==> config.mk <==
export PLATFORM = sky130hd
export DESIGN_NAME = pipeline_hazard_ctrl
export DESIGN_NICKNAME = d
export VERILOG_FILES = /design/src/rtl/pipeline_hazard_ctrl.sv
export SDC_FILE = /design/constraint.sdc
export NUM_CORES = 1
export LEC_CHECK = 0
export CAP_MARGIN = 0
export CORE_AREA = 2 2 39 41
export CTS_CLUSTER_SIZE = 8
export DETAILED_ROUTE_END_ITERATION = 8
export DIE_AREA = 0 0 41 43
export GPL_TIMING_DRIVEN = 0
export PLACE_DENSITY = 0.75
export RECOVER_POWER = 25
export SLEW_MARGIN = 20
export SYNTH_ARGS = -nofsm -noshare
export SYNTH_HDL_FRONTEND = slang
export SYNTH_SLANG_ARGS = --single-unit
==> constraint.sdc <==
create_clock -name CLK -period 4.26 [get_ports CLK]
set_clock_uncertainty 0.15 [all_clocks]
set_input_delay 0.639 -clock CLK [delete_from_list [all_inputs] [get_ports CLK]]
set_output_delay 0.639 -clock CLK [all_outputs]
set_load 0.02 [all_outputs]
==> src/rtl/pipeline_hazard_ctrl.sv <==
// Pipeline latch/PC enable and flush sequencer with a RUN/DRAIN/HALTED halt FSM.
// Optional performance counters are enabled by defining PIPECTL_PERF_EN.
module pipeline_hazard_ctrl #(
  parameter int unsigned REG_W = 5
`ifdef PIPECTL_PERF_EN
  ,
  parameter int unsigned CNT_W = 32
`endif
) (
  input  logic             CLK,
  input  logic             nRST,
  input  logic             ihit,
  input  logic             dhit,
  input  logic             dmem_req,
  input  logic             dREN_ex,
  input  logic [REG_W-1:0] regDst_ex,
  input  logic [REG_W-1:0] rs_id,
  input  logic [REG_W-1:0] rt_id,
  input  logic             usesRt_id,
  input  logic             brtaken_ex,
  input  logic             jr_ex,
  input  logic             jump_id,
  input  logic             halt_ex,
  input  logic             halt_wb,
  output logic             pc_en,
  output logic             ifid_en,
  output logic             idex_en,
  output logic             exmem_en,
  output logic             memwb_en,
  output logic             ifid_flush,
  output logic             idex_flush,
  output logic             exmem_flush,
  output logic             halt
`ifdef PIPECTL_PERF_EN
  ,
  output logic [CNT_W-1:0] cyc_cnt,
  output logic [CNT_W-1:0] stall_cnt,
  output logic [CNT_W-1:0] flush_cnt
`endif
);

  typedef enum logic [1:0] {
    RUN    = 2'd0,
    DRAIN  = 2'd1,
    HALTED = 2'd2
  } state_t;

  state_t state_q, state_d;

  logic mem_stall;
  logic redirect;
  logic load_use;

  assign mem_stall = dmem_req & ~dhit;
  assign redirect  = brtaken_ex | jr_ex;
  // Writes to $zero are discarded, so a load targeting r0 never creates a hazard.
  assign load_use  = dREN_ex & (regDst_ex != '0) &
                     ((regDst_ex == rs_id) | (usesRt_id & (regDst_ex == rt_id)));

  always_ff @(posedge CLK or negedge nRST) begin
    if (!nRST) state_q <= RUN;
    else       state_q <= state_d;
  end

  // Advance class first, then the modifiers that only matter when ID/EX moves.
  always_comb begin
    state_d     = state_q;
    pc_en       = 1'b0;
    ifid_en     = 1'b0;
    idex_en     = 1'b0;
    exmem_en    = 1'b0;
    memwb_en    = 1'b0;
    ifid_flush  = 1'b0;
    idex_flush  = 1'b0;
    exmem_flush = 1'b0;
    halt        = 1'b0;
    case (state_q)
      RUN: begin
        if (!mem_stall) begin
          if (dmem_req) begin
            ifid_en    = 1'b1;
            ifid_flush = 1'b1;
            idex_en    = 1'b1;
            exmem_en   = 1'b1;
            memwb_en   = 1'b1;
          end else if (ihit) begin
            pc_en    = 1'b1;
            ifid_en  = 1'b1;
            idex_en  = 1'b1;
            exmem_en = 1'b1;
            memwb_en = 1'b1;
          end else begin
            exmem_en    = 1'b1;
            exmem_flush = 1'b1;
            memwb_en    = 1'b1;
          end
        end
        if (idex_en) begin
          if (halt_ex) begin
            ifid_flush = 1'b1;
            idex_flush = 1'b1;
            pc_en      = 1'b0;
            state_d    = DRAIN;
          end else if (redirect) begin
            ifid_flush = 1'b1;
            idex_flush = 1'b1;
            pc_en      = 1'b1;
          end else if (load_use) begin
            pc_en      = 1'b0;
            ifid_en    = 1'b0;
            ifid_flush = 1'b0;
            idex_flush = 1'b1;
          end else if (jump_id) begin
            ifid_flush = 1'b1;
          end
        end
      end
      DRAIN: begin
        ifid_en    = 1'b1;
        ifid_flush = 1'b1;
        idex_en    = 1'b1;
        idex_flush = 1'b1;
        exmem_en   = ~mem_stall;
        memwb_en   = ~mem_stall;
        if (halt_wb) state_d = HALTED;
      end
      HALTED: begin
        halt = 1'b1;
      end
      default: begin
        state_d = RUN;
      end
    endcase
    // Outputs read as zero for as long as reset is held.
    if (!nRST) begin
      pc_en       = 1'b0;
      ifid_en     = 1'b0;
      idex_en     = 1'b0;
      exmem_en    = 1'b0;
      memwb_en    = 1'b0;
      ifid_flush  = 1'b0;
      idex_flush  = 1'b0;
      exmem_flush = 1'b0;
      halt        = 1'b0;
    end
  end

`ifdef PIPECTL_PERF_EN
  // Counters wrap naturally and stop advancing once the core is halted.
  always_ff @(posedge CLK or negedge nRST) begin
    if (!nRST) begin
      cyc_cnt   <= '0;
      stall_cnt <= '0;
      flush_cnt <= '0;
    end else if (state_q != HALTED) begin
      cyc_cnt <= cyc_cnt + CNT_W'(1);
      if ((state_q == RUN) && !pc_en) stall_cnt <= stall_cnt + CNT_W'(1);
      if (idex_flush)                 flush_cnt <= flush_cnt + CNT_W'(1);
    end
  end
`endif

endmodule

==> results of run 1 <==
==> cell families after synthesis <==
kind of cell | count (synthesis) | synth area share
buffers and inverters | 4 | 0.0516
flip-flops | 2 | 0.137
multiplexers | 1 | 0.0275
AO/OA/AOI/OAI | 13 | 0.247
AND/OR/NAND/NOR | 19 | 0.296
XOR/XNOR | 10 | 0.241
==> per-layer routing <==
metal / vias to the layer above / share of wire / GRT usage
met5: - / 0 / 0
met4: 0 / 0 / 0.0800
met3: 0 / 0.15 / 0.0628
met2: 24 / 0.51 / 0.238
met1: 204 / 0.35 / 0.113
li1: 249 / - / -
==> where the power goes <==
group,switching (mW),internal [mW]
clock network,0.0104,0.0310
logic,0.0605,0.0751
registers,0.00619,0.0261
==> how the worst max path moves through the flow <==
stage                     slack, ns  endpoint          from
final                          0.71   ifid_en  regDst_ex[1]
after global routing           0.62   ifid_en  regDst_ex[1]
after CTS                      0.69   ifid_en  regDst_ex[1]
after detailed placement       0.69   ifid_en  regDst_ex[1]
after global placement         0.68   ifid_en  regDst_ex[1]
after floorplan                1.50   ifid_en  regDst_ex[1]
==> cell usage after synthesis (all sizes together) <==
library cell,count
a2111o,1
a21bo,1
a21boi,1
a21o,1
a21oi,3
a31oi,1
and2,1
and3,1
buf,1
dfrtp,2
inv,3
mux2i,1
nand2,5
nand2b,2
nand3,2
nand4,1
nor2,2
nor2b,2
nor3,1
o21a,1
o21ai,2
o22a,1
o22ai,1
or4,2
xnor2,10
==> worst reg2reg max path, stage by stage (launching register included) <==
cell and delay (ns):
dfrtp_1 0.37, inv_1 0.12, nand2_1 0.06, o22a_1 0.15, nor2_1 0.08
==> area by class of cell <==
class / instances / area (um^2)
clock buffers: 3 / 22.5
multi-input cells: 43 / 295
inverters: 3 / 11.3
plain buffers: 1 / 7.51
well taps: 16 / 20.0
flip-flops and latches: 2 / 50.0
repair buffers: 35 / 350
fillers: 150 / 627
==> cell usage in the layout, fill, tap and decap left out, drive strengths merged <==
cell type / instances
a21boi: 1
clkdlybuf4s50: 33
and3: 1
a21o: 1
a31oi: 1
clkbuf: 3
dlygate4sd3: 2
inv: 3
o21ai: 2
o22ai: 1
o21a: 1
nand2: 5
xnor2: 10
buf: 1
nand4: 1
nand3: 2
nor2b: 2
mux2i: 1
a21oi: 3
nand2b: 2
a21bo: 1
or4: 2
nor3: 1
and2: 1
a2111o: 1
dfrtp: 2
nor2: 2
o22a: 1
==> summary.md, run 1 <==
| Metric | Value |
|---|---|
| Starting DRT DRC Count | `3` |
| Cell family contributing the most delay on the critical path | `buffers and inverters` |
| Final slew viol count | `0` |
| Routed len/inst | `11.2 um` |
| Final setup margin | `0.708 ns` |
| CP Class | `in2out` |
| Pwr Total | `209 uW` |
| Crit path cell chain | `clkdlybuf4s50_1, or4_1, o21a_1, nor2b_4, a21boi_0, clkdlybuf4s50_1` |
| Final Wtd Congestion | `0.688` |
| Clock-pin slew on the worst setup and hold paths | `0.03 ns` |
| Number of clock sinks | `2` |
| Hold-fix buffers, CTS | `0` |
| Routed via count | `477` |
| # diodes | `0` |
| Leakage | `0.297 nW` |
| Sequential share of the synthesized area | `0.137` |
| Dpl hpwl | `957 um` |
| Cell area after synthesis | `364 um^2` |
| Biggest register | `state_q` |
| Outcome | `complete, no violations` |
| Worst Hold Path EP | `state_q[1]` |
| Syn Area/Cell | `7.43 um^2` |
| Hold path start | `state_q[0]` |
| Worst endpoint required time | `3.47 ns` |
| Drt first pass iters | `2` |
| RSZ-0062 raised after global routing | `no` |
| Netlist cell types | `26` |
| Crit Path Max Fanout | `3` |
| Overall routing resource usage | `0.136` |
| GRT overflow | `0` |
| Max FFs per register | `2` |
| Post-cts repair resize count | `0` |
| First-pass GRT wire length | `1640 um` |
| Critical path depth | `6` |
| CP Launch Type | `primary input` |
| CTS max path bufs | `2` |
| Ranking of synthesized cells by area | `xnor2_1 (24%), dfrtp_1 (14%), nand2_1 (5.2%), a21oi_1 (4.1%), or4_1 (4.1%)` |
| Critical-path top delay cell | `clkdlybuf4s50_1` |
| Hold/Removal Path Class | `reg2reg` |
| H-tree depth | `1` |
| Setup Fix Bufs, Post-CTS | `0` |
| Vias in the first global route | `460` |
| Placed instance count | `100` |
| Slew of the pin with the lowest slew margin | `0.321 ns` |
| Area leader, netlist | `xnor2_1` |
| Synth top area share | `0.241` |
| Num rows | `14` |
| Synth-to-Final Area Change | `108%` |
| Top flop regs | `state_q (2)` |
| Placed cell area | `734 um^2` |
| Nets | `116` |
| Clock buffer count from CTS | `3` |
| Worst reg2reg path depth | `4` |
| Die area | `1760 um^2` |
| Hold-critical path depth | `1` |
| Setup TNS | `0 ns` |
| Vias/cell | `4.63` |
| Fin Hold WS | `0.335 ns` |
| Remaining DRCs | `0` |
| Pwr dens | `277 nW/um^2` |
| Crit share post-route | `0.834` |
| DRT Wirelength | `1150 um` |
| CP bufs+invs | `2` |
| Slew headroom | `0.786` |
| Root Buffer | `clkbuf_4` |
| Finished layout cell area | `757 um^2` |
| Post-route insts no fill | `103` |
| Final ANT Viol Nets | `0` |
| Worst VDD drop | `0.147 mV` |
| YS warnings | `0` |
| Die Height | `43 um` |
| Ports | `36` |
| CTS tree | `yes` |
| CP arrival | `2.76 ns` |
| Buffers on Ports | `35` |
| Layout Utilization | `0.547` |
| Fin. Hold Viols | `0` |
| Max Freq | `281 MHz` |
| RR Startpoint | `state_q[0]` |
| Initial Util | `0.263` |
| Most frequent CP cell | `clkdlybuf4s50_1` |
| Crit. End Element | `output pin` |
| Post-Synthesis Cells | `49` |
| Slowest Stage Delay on Critical Path | `0.62 ns` |
| Flop2flop setup slack | `3.25 ns` |
| Initial antenna violation count | `0` |
| Largest net degree at the start of global routing | `6` |
| Number of synthesized register bits | `2` |
| Worst r2r dst | `state_q[0]` |
| Layout cell share with drive strength beyond 1 | `0.0575` |
| Area of the core | `1380 um^2` |
| Maxcap violations | `0` |
| Die Wd | `41 um` |
| Worst slack at placement | `0.692 ns` |
| Final setup viols | `0` |
| Clk Latency, worst-skew pair | `0.22 ns` |
| Min Tclk post-route | `3.55 ns` |
| Post-Synthesis Net Count | `76` |
Power figures use the tool's default switching activity.
==> run 2, diff against run 1 <==
CORE_AREA = unset   (was 2 2 39 41)
CORE_UTILIZATION = 28   (was unset)
DIE_AREA = unset   (was 0 0 41 43)
PLACE_DENSITY = 0.77   (was 0.75)
clock period = 3.6 ns   (was 4.26 ns; I/O delays follow)
==> summary.md, run 2 (synthesis gave the netlist of run 1 again) <==
| Metric | Value |
|---|---|
| Flop2flop setup slack | `2.59 ns` |
| Remaining DRCs | `0` |
| Starting DRT DRC Count | `3` |
| Number of clock sinks | `2` |
| CP Class | `in2out` |
| First-pass GRT wire length | `1640 um` |
| Final setup viols | `0` |
| Pwr Total | `249 uW` |
| Final slew viol count | `0` |
| # diodes | `0` |
| Die Height | `38.1 um` |
| Finished layout cell area | `754 um^2` |
| Critical-path top delay cell | `clkdlybuf4s50_1` |
| Outcome | `complete, no violations` |
| Fill cell count | `106` |
| RSZ-0062 raised after global routing | `no` |
| Min Tclk post-route | `3.36 ns` |
| Worst slack at placement | `0.221 ns` |
| Pwr dens | `329 nW/um^2` |
| Slew headroom | `0.780` |
| Final Wtd Congestion | `0.650` |
| Commonest non-fill, non-tap cell in the layout | `clkdlybuf4s50_1` |
| Most frequent cells in the layout | `clkdlybuf4s50_1 (33), xnor2_1 (10), nand2_1 (5)` |
| Area of the core | `1160 um^2` |
| Num rows | `12` |
| Buffers on Ports | `35` |
| Crit Path Max Fanout | `3` |
| Root Buffer | `clkbuf_4` |
| Initial Util | `0.315` |
| DRT Wirelength | `1080 um` |
| Clock buffer count from CTS | `3` |
| Hold/Removal Path Class | `reg2reg` |
| Max Freq | `298 MHz` |
| Placed cell area | `732 um^2` |
| GRT overflow | `0` |
| CP Launch Type | `primary input` |
| Final ANT Viol Nets | `0` |
| CP arrival | `2.67 ns` |
| Vias/cell | `4.65` |
| Vias in the first global route | `419` |
| Maxcap violations | `0` |
| Ports | `36` |
| Die area | `1450 um^2` |
| Routed via count | `470` |
| Layout cell share with drive strength beyond 1 | `0.0575` |
| Clock-pin slew on the worst setup and hold paths | `0.03 ns` |
| CTS tree | `yes` |
| Clk Latency, worst-skew pair | `0.22 ns` |
| H-tree depth | `1` |
| Initial antenna violation count | `0` |
| Placed instance count | `98` |
| CP bufs+invs | `2` |
| Worst VDD drop | `0.331 mV` |
| Fin. Hold Viols | `0` |
| Leakage | `0.297 nW` |
| Setup Fix Bufs, Post-CTS | `0` |
| Die Wd | `38.1 um` |
| Top flop regs | `state_q (2)` |
| CTS max path bufs | `2` |
| Nets | `116` |
| Synth-to-Final Area Change | `107%` |
| Most frequent CP cell | `clkdlybuf4s50_1` |
| Crit share post-route | `0.934` |
| Max FFs per register | `2` |
| Hold-fix buffers, CTS | `0` |
| Setup TNS | `0 ns` |
| Dpl hpwl | `940 um` |
| Cell family contributing the most delay on the critical path | `buffers and inverters` |
| Biggest register | `state_q` |
| Drt first pass iters | `2` |
| Overall routing resource usage | `0.168` |
| Crit path cell chain | `clkdlybuf4s50_1, or4_1, o21a_1, nor2b_4, a21boi_0, clkdlybuf4s50_1` |
| Final setup margin | `0.239 ns` |
| Largest net degree at the start of global routing | `6` |
| Worst endpoint required time | `2.91 ns` |
| Routed len/inst | `10.7 um` |
| Post-route insts no fill | `101` |
| Slew of the pin with the lowest slew margin | `0.329 ns` |
| Slowest Stage Delay on Critical Path | `0.63 ns` |
| Post-cts repair resize count | `0` |
| Crit. End Element | `output pin` |
-- run 2: cell counts in the layout (fill, tap and decap cells not counted) --
Identical to the previous run, type by type.
-- run 2: path summary, 6_finish.rpt --
check | start | endpoint | depth (start not counted)
min in group asynchronous | nRST | state_q[0] | 1
max | regDst_ex[1] | ifid_en | 6
max reg2reg | state_q[0] | state_q[0] | 4
min | state_q[1] | state_q[0] | 1
min reg2reg | state_q[1] | state_q[0] | 1
max in group asynchronous | nRST | state_q[1] | 1
-- run 2: worst register-to-register path: stages (launching register included) --
cell and delay (ns):
dfrtp_1 0.37, inv_1 0.12, nand2_1 0.07, o22a_1 0.15
nor2_1 0.08
-- run 2: per-stage QoR --
| step | utilization | hold slack, ns |
|---|---|---|
| floorplan | - | 0.0944 |
| global placement | 0.633 | 0.312 |
| detailed placement | 0.633 | 0.320 |
| CTS | 0.653 | 0.320 |
| global route | 0.653 | 0.345 |
| finish | 0.653 | 0.321 |
-- run 2: cell type report --
class | count | area [um^2] | area share
well taps | 14 | 17.5 | 0.0232
flip-flops and latches | 2 | 50.0 | 0.0663
repair buffers | 35 | 350 | 0.464
plain buffers | 1 | 7.51 | 0.00995
inverters | 3 | 11.3 | 0.0149
multi-input cells | 43 | 295 | 0.391
clock buffers | 3 | 22.5 | 0.0299
-- run 2: per-layer routing --
layer,vias to the layer above,routed length [um],GRT usage
met5,-,0,0
li1,252,-,-
met1,196,506,0.205
met3,0,112,0.0523
met2,22,458,0.237
met4,0,0,0.134
-- run 2: power breakdown --
part / switching, mW / total, mW / internal (mW)
Combinational: 0.0727 / 0.162 / 0.0889
Sequential: 0.00647 / 0.0374 / 0.0309
Clock: 0.0128 / 0.0496 / 0.0368
